===== src/rtl/nibble_pkg.sv =====
// Shared opcode and state definitions for the nibble processor execute stage.
package nibble_pkg;

  localparam logic [3:0] OP_NOP   = 4'h0;
  localparam logic [3:0] OP_LIT   = 4'h1;
  localparam logic [3:0] OP_IN    = 4'h2;
  localparam logic [3:0] OP_OUT   = 4'h3;
  localparam logic [3:0] OP_ADDI  = 4'h4;
  localparam logic [3:0] OP_SUBI  = 4'h5;
  localparam logic [3:0] OP_CMPI  = 4'h6;
  localparam logic [3:0] OP_NANDI = 4'h7;
  localparam logic [3:0] OP_JC    = 4'h8;
  localparam logic [3:0] OP_JNC   = 4'h9;
  localparam logic [3:0] OP_JZ    = 4'hA;
  localparam logic [3:0] OP_JNZ   = 4'hB;
  localparam logic [3:0] OP_JMP   = 4'hC;
  localparam logic [3:0] OP_NOPD  = 4'hD;
  localparam logic [3:0] OP_NOPE  = 4'hE;
  localparam logic [3:0] OP_HALT  = 4'hF;

  typedef enum logic [1:0] {
    ST_FETCH = 2'd0,
    ST_EXEC  = 2'd1,
    ST_HALT  = 2'd2
  } state_t;

  function automatic logic is_jump(input logic [3:0] op);
    return (op >= OP_JC) && (op <= OP_JMP);
  endfunction

endpackage


===== src/rtl/nibble_exec_unit_alu.sv =====
// Combinational ALU: computes the new accumulator/flags and which of them to write.
// IN is presented by the caller with data_in on the operand input, so it
// behaves exactly like LIT here.
module nibble_alu
  import nibble_pkg::*;
(
  input  logic [3:0] i_a,
  input  logic [3:0] i_oprnd,
  input  logic [3:0] i_op,
  output logic [3:0] o_result,
  output logic       o_c,
  output logic       o_z,
  output logic       o_a_we,
  output logic       o_c_we,
  output logic       o_z_we
);

  logic [4:0] w_sum;
  logic [4:0] w_diff;

  assign w_sum  = {1'b0, i_a} + {1'b0, i_oprnd};
  assign w_diff = {1'b0, i_a} - {1'b0, i_oprnd};

  // Opcode decode; bit 4 of the 5-bit difference is the borrow.
  always_comb begin
    o_result = i_a;
    o_c      = 1'b0;
    o_z      = 1'b0;
    o_a_we   = 1'b0;
    o_c_we   = 1'b0;
    o_z_we   = 1'b0;
    case (i_op)
      OP_LIT, OP_IN: begin
        o_result = i_oprnd;
        o_z      = (i_oprnd == 4'h0);
        o_a_we   = 1'b1;
        o_z_we   = 1'b1;
      end
      OP_ADDI: begin
        o_result = w_sum[3:0];
        o_c      = w_sum[4];
        o_z      = (w_sum[3:0] == 4'h0);
        o_a_we   = 1'b1;
        o_c_we   = 1'b1;
        o_z_we   = 1'b1;
      end
      OP_SUBI, OP_CMPI: begin
        o_result = w_diff[3:0];
        o_c      = w_diff[4];
        o_z      = (w_diff[3:0] == 4'h0);
        o_a_we   = (i_op == OP_SUBI);
        o_c_we   = 1'b1;
        o_z_we   = 1'b1;
      end
      OP_NANDI: begin
        o_result = ~(i_a & i_oprnd);
        o_z      = (~(i_a & i_oprnd) == 4'h0);
        o_a_we   = 1'b1;
        o_z_we   = 1'b1;
      end
      default: ;
    endcase
  end

endmodule


===== src/rtl/nibble_exec_unit.sv =====
// Fetch/execute sequencer for the nibble processor; owns A, C, Z and the output port.
//
//   state    | meaning
//   ---------+-------------------------------------------------------------
//   ST_FETCH | fetch register loads ROM[pc], pc increments
//   ST_EXEC  | latched instruction executes; jumps steer the pc
//   ST_HALT  | everything frozen until reset
module nibble_exec_unit
  import nibble_pkg::*;
(
  input  logic        clock,
  input  logic        reset,
  input  logic [3:0]  instr,
  input  logic [3:0]  oprnd,
  input  logic [7:0]  program_byte,
  input  logic [3:0]  data_in,
  output logic        fetch_en,
  output logic        pc_inc,
  output logic        pc_load,
  output logic [11:0] pc_addr,
  output logic [3:0]  data_out,
  output logic        out_strobe,
  output logic [3:0]  acc,
  output logic        carry,
  output logic        zero,
  output logic        phase,
  output logic        halted
);

  state_t     r_state;
  state_t     w_next;
  logic [3:0] r_acc;
  logic       r_carry;
  logic       r_zero;
  logic [3:0] r_data_out;
  logic       r_out_strobe;
  logic       w_take;

  logic [3:0] w_alu_oprnd;
  logic [3:0] w_alu_result;
  logic       w_alu_c;
  logic       w_alu_z;
  logic       w_a_we;
  logic       w_c_we;
  logic       w_z_we;

  assign w_alu_oprnd = (instr == OP_IN) ? data_in : oprnd;

  nibble_alu u_alu (
    .i_a      (r_acc),
    .i_oprnd  (w_alu_oprnd),
    .i_op     (instr),
    .o_result (w_alu_result),
    .o_c      (w_alu_c),
    .o_z      (w_alu_z),
    .o_a_we   (w_a_we),
    .o_c_we   (w_c_we),
    .o_z_we   (w_z_we)
  );

  // State register.
  always_ff @(posedge clock or posedge reset) begin
    if (reset) r_state <= ST_FETCH;
    else       r_state <= w_next;
  end

  // Next state and pc/fetch control; jumps resolve against the current flags.
  always_comb begin
    w_next   = r_state;
    fetch_en = 1'b0;
    pc_inc   = 1'b0;
    pc_load  = 1'b0;
    pc_addr  = 12'h000;
    w_take   = 1'b0;
    case (r_state)
      ST_FETCH: begin
        fetch_en = 1'b1;
        pc_inc   = 1'b1;
        w_next   = ST_EXEC;
      end
      ST_EXEC: begin
        w_next = (instr == OP_HALT) ? ST_HALT : ST_FETCH;
        case (instr)
          OP_JC:   w_take = r_carry;
          OP_JNC:  w_take = ~r_carry;
          OP_JZ:   w_take = r_zero;
          OP_JNZ:  w_take = ~r_zero;
          OP_JMP:  w_take = 1'b1;
          default: w_take = 1'b0;
        endcase
        if (is_jump(instr)) begin
          if (w_take) begin
            pc_load = 1'b1;
            pc_addr = {oprnd, program_byte};
          end else begin
            pc_inc = 1'b1;
          end
        end
      end
      ST_HALT: w_next = ST_HALT;
      default: w_next = ST_FETCH;
    endcase
  end

  // Architectural registers commit only on the edge leaving EXEC.
  always_ff @(posedge clock or posedge reset) begin
    if (reset) begin
      r_acc        <= 4'h0;
      r_carry      <= 1'b0;
      r_zero       <= 1'b0;
      r_data_out   <= 4'h0;
      r_out_strobe <= 1'b0;
    end else if (r_state == ST_EXEC) begin
      if (w_a_we) r_acc   <= w_alu_result;
      if (w_c_we) r_carry <= w_alu_c;
      if (w_z_we) r_zero  <= w_alu_z;
      if (instr == OP_OUT) r_data_out <= r_acc;
      r_out_strobe <= (instr == OP_OUT);
    end else begin
      r_out_strobe <= 1'b0;
    end
  end

  assign acc        = r_acc;
  assign carry      = r_carry;
  assign zero       = r_zero;
  assign data_out   = r_data_out;
  assign out_strobe = r_out_strobe;
  assign phase      = (r_state == ST_EXEC);
  assign halted     = (r_state == ST_HALT);

endmodule


===== config.mk =====
export PLATFORM = sky130hd
export DESIGN_NAME = nibble_exec_unit
export DESIGN_NICKNAME = d
export VERILOG_FILES = /design/src/rtl/nibble_pkg.sv /design/src/rtl/nibble_exec_unit_alu.sv /design/src/rtl/nibble_exec_unit.sv
export SDC_FILE = /design/constraint.sdc
export NUM_CORES = 1
export LEC_CHECK = 0
export CORE_MARGIN = 2
export CORE_UTILIZATION = 45
export DETAILED_ROUTE_END_ITERATION = 10
export PLACE_DENSITY = 0.9
export SLEW_MARGIN = 10
export SYNTH_ARGS = -nofsm -noshare
export SYNTH_HDL_FRONTEND = slang
export SYNTH_SLANG_ARGS = --single-unit

===== constraint.sdc =====
create_clock -name clock -period 3.19 [get_ports clock]
set_clock_uncertainty 0.05 [all_clocks]
set_input_delay 0.957 -clock clock [delete_from_list [all_inputs] [get_ports clock]]
set_output_delay 0.957 -clock clock [all_outputs]
set_load 0.02 [all_outputs]

== Word-level counts from Yosys, hierarchy flattened ==
Cells that the tools add are included.
Storage, ports and cells
  register bits: 13
  bits in latches: 0
  bits in writable memories: 0
  ROM bits: 0
  output and inout bits: 28
  memories: 0
Operators by class
  add/sub/neg operators: 2
  multiply operators: 0
  divide/modulo/power cells: 0
  $lt $le $gt $ge: 2
  eq/ne operators: 15
  shift-type cells: 0
  muxes and demuxes: 22
  bitwise logic cells: 4
  reductions and logical operators: 16
Operator list (number)
  12-bit 2-to-1 mux: 3
  4-bit equality test (second input constant): 6
  4-bit by 3-bit equality test with 1-bit output (second input constant): 4
  4-bit logical NOT: 4
  4-bit case mux with 4 select lines: 1
  1-bit 2-to-1 mux: 10
  4-bit by 2-bit equality test with 1-bit output (second input constant): 2
  1-bit case mux with 2 select lines: 3
  2-bit case mux with 3 select lines: 1
  2-bit AND reduction: 3
  6-bit OR reduction: 1
  4-bit by 4-bit adder with 5-bit output: 1
  1-bit case mux with 5 select lines: 1
  4-bit by 4-bit subtractor with 5-bit output: 1
  4-bit bitwise AND: 1
  4-bit by 1-bit equality test with 1-bit output (second input constant): 1
  4-bit >= comparator (second input constant): 1
  4-bit <= comparator (second input constant): 1
  4-bit 2-to-1 mux: 1
  4-bit inverter: 1
  1-bit case mux with 4 select lines: 1
  4-bit nonzero test: 1
  2-bit OR reduction: 2
  4-bit OR reduction: 1
  8 further kinds: 9

== Depth between registers and ports, before layout ==
Gate-level depths: netlist of the first run.
  depth in word-level cells: 6
  mapped depth: 11
  gate-level depth less buffers: 10

== Cells and area by module ==
From an unflattened synthesis of the first run, not the netlist that was laid out.
Second synthesis, totals
  cell total of the unflattened synthesis: 166
  area, all modules: 1451.4 µm²
Modules (own cells, without submodules)
  nibble_exec_unit: times used 1, cells an instance 81, area each 832.0 µm², sequential area each 325.3 µm²
  nibble_alu: times used 1, cells an instance 85, area each 619.3 µm², sequential area each 0.0 µm²

== Least setup slack after synthesis of the first run ==
Ideal clock, no wire load.
  path kind: input to output
  from: in instr[1]
  to: out pc_addr[10]
  data arrival time: 2.432 ns
  data required time: 2.183 ns
  path slack: -0.249 ns
  stages on the path: 7
  path buffers: 2
  path through: buf_2 mux2i_1 a22oi_1 o32ai_1 and3_1 clkbuf_1 and2_1
On the way
  word-level cells in the longest chain between the ends: 6
  elaborated cells on any way between the ends: 13
  those cells by class: 2 x order compare; 5 x eq/ne; 5 x mux; 1 x reduce/logical
Ends and longest elaborated chain
  start, declared: line nibble_exec_unit.sv:13  | input logic [3:0] instr,
  4-bit equality test: line nibble_exec_unit.sv:83  | case (instr)
  1-bit case mux with 5 select lines: line nibble_exec_unit.sv:83
  1-bit 2-to-1 mux: line nibble_exec_unit.sv:75  | case (r_state)
  12-bit 2-to-1 mux: line nibble_exec_unit.sv:92  | if (w_take) begin
  12-bit 2-to-1 mux (*): line nibble_exec_unit.sv:91  | if (is_jump(instr)) begin
  12-bit 2-to-1 mux (*): line nibble_exec_unit.sv:75
  end, declared: line nibble_exec_unit.sv:20  | output logic [11:0] pc_addr,
Every way passes the cells marked *; elsewhere a longest branch is shown, timed or not. The select of a mux whose other input is x is not followed.

== Worst setup path after layout of the first run ==
  from: in instr[0]
  to: reg r_acc[2] (netlist: acc[2])
On the way
  word-level cells in the longest chain between the ends: 5
  elaborated cells on any way between the ends: 18
  those cells by class: 2 x add/sub; 6 x eq/ne; 3 x mux; 2 x bitwise; 5 x reduce/logical
Ends and longest elaborated chain
  branches (longest 5 deep; another with 4-bit by 4-bit subtractor with 5-bit output)
  end signal, assigned: line nibble_exec_unit.sv:114  | if (w_a_we) r_acc <= w_alu_result;
  end, declared: line nibble_exec_unit.sv:32  | logic [3:0] r_acc;
Parallel ways; which one is timed is not known.
A chain may end at the register's enable or synchronous reset.

==> flow_summary.json, run 1 <==
{
  "outcome": "finished with violations",
  "violations": "DRC",
  "ys_warn_count": 0,
  "vias": 1596,
  "cts_made_buffers": 3,
  "die_w_um": 58.9,
  "path_clk_slew_ps": 70,
  "cp_slowest_cell": "mux2_4",
  "syn_to_final_growth_pct": 66.2,
  "synth.net_count": 196,
  "async_flop_share_pct": 100,
  "fin_nets": 278,
  "portBuffers": 49,
  "antenna_found_initial": 0,
  "max_freq_mhz": 319,
  "wl_per_cell_um": 17.0,
  "drv_slew": 0,
  "gp_congestion": 0.860,
  "n_antenna_cell": 0,
  "synth-seq-area-share_pct": 24.0,
  "synthCells": 164,
  "cts_tree": "done",
  "overflow": 0,
  "final_area_um2": 2260,
  "max_stage_delay_ps": 330,
  "critPathBufInv": 5,
  "start_util_pct": 48.4,
  "drtPass1Iterations": 9,
  "finalPower_uw": 1530,
  "routed_wl_um": 4680,
  "synth_area_leaders": "dfrtp_1, ha_1, mux2_2, and2_1, nor2b_1",
  "grt.total_usage_pct": 25.5,
  "power_density_nw_per_um2": 677,
  "maxCapViolCount": 0,
  "startpoint_type": "input pin",
  "worstSetupEndpointType": "flip-flop",
  "netlist_area_um2": 1360,
  "die_h_um": 58.9,
  "grt_pass1_vias": 1486,
  "coreArea_um2": 2810,
  "worstPathCellList": "buf_6, buf_6, buf_6, nor4b_4, buf_4, mux2_4, ha_1, inv_1, ha_4, nand2_1, o21ai_0, a2111oi_1, a21o_1",
  "dpl.hpwl_um": 3050,
  "place_area_um2": 2070,
  "min_period_ps": 3130,
  "dr.first_iter.drc_count": 56,
  "finalCritPeriodShare_pct": 98.3,
  "ys_types": 44,
  "clkLatencyLatePin_ps": 270,
  "drive_above_1_share_pct": 37.1,
  "finalHoldViolations": 0,
  "cp_top_family": "buffers and inverters",
  "cts_buffer_depth": 2,
  "setup_viol": 0,
  "postRouteAntennaNets": 0,
  "synth_ff_type": "dfrtp_1",
  "hold_class": "reg2reg",
  "vias_per_cell": 5.78,
  "cts.root.buffer_cell": "clkbuf_4",
  "path_class": "in2reg",
  "yosys.area.top_type_share_pct": 24.0,
  "post_synth.cell_area_avg_um2": 8.28,
  "num_io_pins": 50,
  "grt_pass1_wl_um": 6830,
  "grt_max_degree": 20,
  "fp.dieArea_um2": 3470,
  "ys_seq_elements": 13,
  "htreeDepth": 1,
  "num_rows": 19,
  "tightest_slew_ps": 495,
  "drcViolationCount": 2,
  "p_leak_uw": 0.00104,
  "cp.arrival_ps": 3300,
  "crit_required_ps": 3350,
  "max_slew_margin_pct": 66.9,
  "ir_worst_vdd_mv": 0.573,
  "cts_sinks": 13,
  "yosys-top-cells-count": "inv_1, nand2_1, dfrtp_1, and2_1",
  "synth-edff-count": 0,
  "synth_largest_area_cell": "dfrtp_1",
  "crit_path_max_fanout": 6,
  "hold_buffers": 0,
  "crit_top_cell": "buf_6"
}
==> cell type report <==
cell class	count	area, µm²
repair buffers	84	738
flip-flops and latches	13	325
fillers	159	549
well taps	31	38.8
inverters	14	55.1
multi-input cells	130	1070
clock buffers	4	26.3
==> state kept, by name, indices dropped and copies added, names as in the netlist <==
register	count
acc	4
data_out	4
r_state	2
carry	1
out_strobe	1
zero	1
==> worst reg2reg max path, cell delays in order (launching register included) <==
cell and delay (ps):
dfrtp_1 450, ha_4 180, inv_4 30, fa_2 360, xor2_2 170, nor2_1 140
a211oi_2 60, a2111oi_1 250, a21o_1 160
==> path summary, 6_finish.rpt <==
| check | end | cells past startpoint | slack (ps) | startpoint |
|---|---|---|---|---|
| worst max-delay path | acc[2] | 13 | 60 | instr[0] |
| worst min-delay path | data_out[1] | 2 | 440 | data_out[1] |
| worst max register to register | acc[2] | 8 | 1270 | acc[0] |
| worst min register to register | data_out[1] | 2 | 440 | data_out[1] |
| max in group asynchronous | data_out[0] | 2 | 1800 | reset |
| min in group asynchronous | r_state[0] | 2 | 950 | reset |
==> cells in the final DEF, fill, tap and decap left out, types with 3 or more instances in the layout <==
cell	n
nand2_1	14
ha_1	6
nor2b_1	9
nand3_1	4
o21ai_1	3
ha_4	3
o211ai_1	3
nor2_1	9
a21oi_1	4
a21o_1	3
o21ai_0	6
dfrtp_1	13
nor3b_1	3
xor2_1	3
buf_4	40
and2_2	8
inv_1	13
a211oi_2	3
buf_6	6
mux2_2	6
buf_2	3
clkdlybuf4s50_1	31
clkbuf_4	3
==> report_power, final <==
group / switching, µW / total [µW] / leakage (µW) / internal, µW
registers: 92.5 / 326 / 0.000160 / 233
logic: 550 / 1100 / 0.000869 / 552
clock network: 50.2 / 98.7 / 0.0000150 / 48.5
total: 693 / 1530 / 0.00104 / 834
==> cells by family after synthesis <==
family	share of synthesized area, %
fa+ha+maj	9.77
mux	8.85
xor+xnor	3.87
flops	24.0
compound gates	20.1
buf+inv	6.82
simple gates	26.6
==> through the flow <==
stage / hold slack (ps) / util (%) / setup WS (ps) / std cells / setup TNS, ps
2_1_floorplan: 502 / - / -22.2 / 164 / -200
3_3_place_gp: 414 / 73.9 / -768 / 263 / -13350
3_5_place_dp: 422 / 73.9 / -827 / 263 / -14220
4_1_cts: 438 / 76.9 / 3.97 / 272 / 0
5_1_grt: 468 / 80.4 / -19.7 / 276 / -23.8
6_report: 435 / 80.4 / 55.3 / 276 / 0
==> metal layers <==
layer	part of all wire, %	global-route usage [%]	vias up
met5	0	0	-
met4	2.1	5.19	0
met3	5.9	4.40	12
met2	53	46.3	79
met1	39	31.5	765
li1	-	-	740
==> repair_timing <==
item                                    in CTS  in global routing
endpoints found under the setup margin      19                 19
cloned                                       1                  0
pin swaps                                   10                  9
hold endpoints to repair                     0                  0
gates resized for setup                     90                 22
buffers inserted                             5                  4
(Power assumes the default switching activity.)
==> inputs of run 2 (changes only) <==
- CORE_UTILIZATION: 45 -> 25
- PLACE_DENSITY: 0.9 -> 0.59
==> flow_summary.json, run 2 (synthesis results as in run 1) <==
{
  "setup_viol": 0,
  "met3WireLength_um": 191,
  "overflow": 0,
  "wl_per_cell_um": 13.3,
  "drive_above_1_share_pct": 39.6,
  "cts_buffer_depth": 2,
  "cts.root.buffer_cell": "clkbuf_8",
  "cts_made_buffers": 3,
  "grt_pass1_wl_um": 6650,
  "fin_nets": 278,
  "hold_class": "reg2reg",
  "dr.first_iter.drc_count": 97,
  "final_cell_mix": "clkdlybuf4s50_1, buf_4, buf_6",
  "grt_max_degree": 18,
  "outcome": "completed",
  "startpoint": "instr[0]",
  "tightest_slew_ps": 495,
  "max_freq_mhz": 322,
  "postRouteAntennaNets": 0,
  "drtPass1Iterations": 4,
  "fin_util_pct": 46.2,
  "n_antenna_cell": 0,
  "cp.arrival_ps": 3180,
  "portBuffers": 49,
  "grt_pass1_vias": 1411,
  "rsz0062_at_grt": "yes",
  "fin_ws_ps": 80.7,
  "die_h_um": 77.7,
  "vias_per_cell": 4.71,
  "hold_ws_ps": 434,
  "antenna_found_initial": 0,
  "power_density_nw_per_um2": 657,
  "rrSetupSlack_ps": 1300,
  "instances_no_fill": 315,
  "crit_path_max_fanout": 5,
  "drv_slew": 0,
  "worstPathCellList": "buf_8, buf_6, buf_6, nor4b_4, buf_4, mux2_4, ha_4, inv_4, fa_2, buf_6, nor2b_2, o21ai_1, nand2b_1, a32oi_1, o41ai_2",
  "path_class": "in2reg",
  "dp_cells": 304,
  "critPathBufInv": 6,
  "reg2reg_to": "acc[2]",
  "path_clk_slew_ps": 50,
  "max_slew_margin_pct": 67.0,
  "rr_startpoint": "acc[1]",
  "clkLatencyLatePin_ps": 240,
  "met1_length_um": 1840,
  "num_rows": 26,
  "cts_tree": "done",
  "crit_top_cell": "buf_6",
  "min_period_ps": 3110,
  "reg2regPathDepth": 7,
  "finalPower_uw": 1570,
  "cts_sinks": 13,
  "htreeDepth": 1,
  "startpoint_type": "input pin",
  "die_w_um": 77.7,
  "p_leak_uw": 0.00108,
  "cp_top_family": "buffers and inverters",
  "vias": 1484,
  "hold_end": "data_out[0]",
  "gp_congestion": 0.810,
  "min_path_cells": 2,
  "syn_to_final_growth_pct": 75.9,
  "drcViolationCount": 0,
  "cp_slowest_cell": "mux2_4",
  "max_stage_delay_ps": 330,
  "grt.total_usage_pct": 13.4,
  "ir_worst_vdd_mv": 0.254,
  "layout_commonest_cell": "clkdlybuf4s50_1",
  "worstSetupEndpointType": "flip-flop",
  "pre_cts_slack_ps": -820,
  "hp-start": "data_out[0]",
  "finalHoldViolations": 0,
  "coreArea_um2": 5170,
  "routed_wl_um": 4190,
  "finalCritPeriodShare_pct": 97.5,
  "start_util_pct": 26.2,
  "crit_required_ps": 3260,
  "maxCapViolCount": 0,
  "top_layer": "met3",
  "num_io_pins": 50,
  "wl_met2_um": 2160,
  "fp.dieArea_um2": 6040,
  "dpl.hpwl_um": 3160
}
==> run 2: cell count changes in the layout (fill, tap and decap cells not counted), moves of 3 or more <==
cell	delta
and2_2	-8
and2_4	+10
buf_4	-10
buf_6	+12
clkbuf_4	-3
clkbuf_8	+3
inv_1	-3
==> run 2: per-stage QoR <==
stage | area (µm²) | TNS, ps
after floorplan | 1390 | -200
after global placement | 2140 | -13990
after detailed placement | 2140 | -14200
after CTS | 2250 | 0
after global routing | 2390 | -191
final | 2390 | 0
==> run 2: layout make-up <==
| cell class | count | area (µm²) |
|---|---|---|
| Sequential cell | 13 | 325 |
| Inverter | 14 | 57.6 |
| Multi-Input combinational cell | 129 | 1080 |
| Fill cell | 502 | 2790 |
| Tap cell | 70 | 87.6 |
| Clock buffer | 4 | 45.0 |
| Timing Repair Buffer | 85 | 792 |
==> run 2: repair_timing <==
item / CTS / global route
pin swaps: 10 / 16
resized for setup: 100 / 45
cloned: 1 / 0
setup buffers: 4 / 2
hold endpoints to repair: 0 / 0
endpoints found under the setup margin: 19 / 18
hold buffers: 0 / 0
==> run 2: tightest hold or removal path: stages (launching register included) <==
cell and delay, ps:
dfrtp_1 340, nand2_1 50, o21ai_0 60
==> run 2: worst max path at each step <==
stage / depth (start not counted) / slack (ps) / endpoint
6_report: 15 / 80 / carry
5_1_grt: 15 / -40 / carry
4_1_cts: 14 / 5 / acc[1]
3_5_place_dp: 8 / -820 / pc_addr[8]
3_3_place_gp: 8 / -810 / pc_addr[8]
2_1_floorplan: 7 / -20 / pc_addr[10]
==> run 2: report_power, final <==
group	switching [µW]	internal (µW)	total [µW]
Sequential	88.7	234	323
Combinational	531	572	1100
Clock	56.1	88.1	144
Total	675	894	1570
==> run 2: per-layer routing <==
metal  up-vias  track usage (%)
met2        40             23.6
li1        743                -
met5         -                0
met3         0             2.67
met4         0            0.536
met1       701             17.8
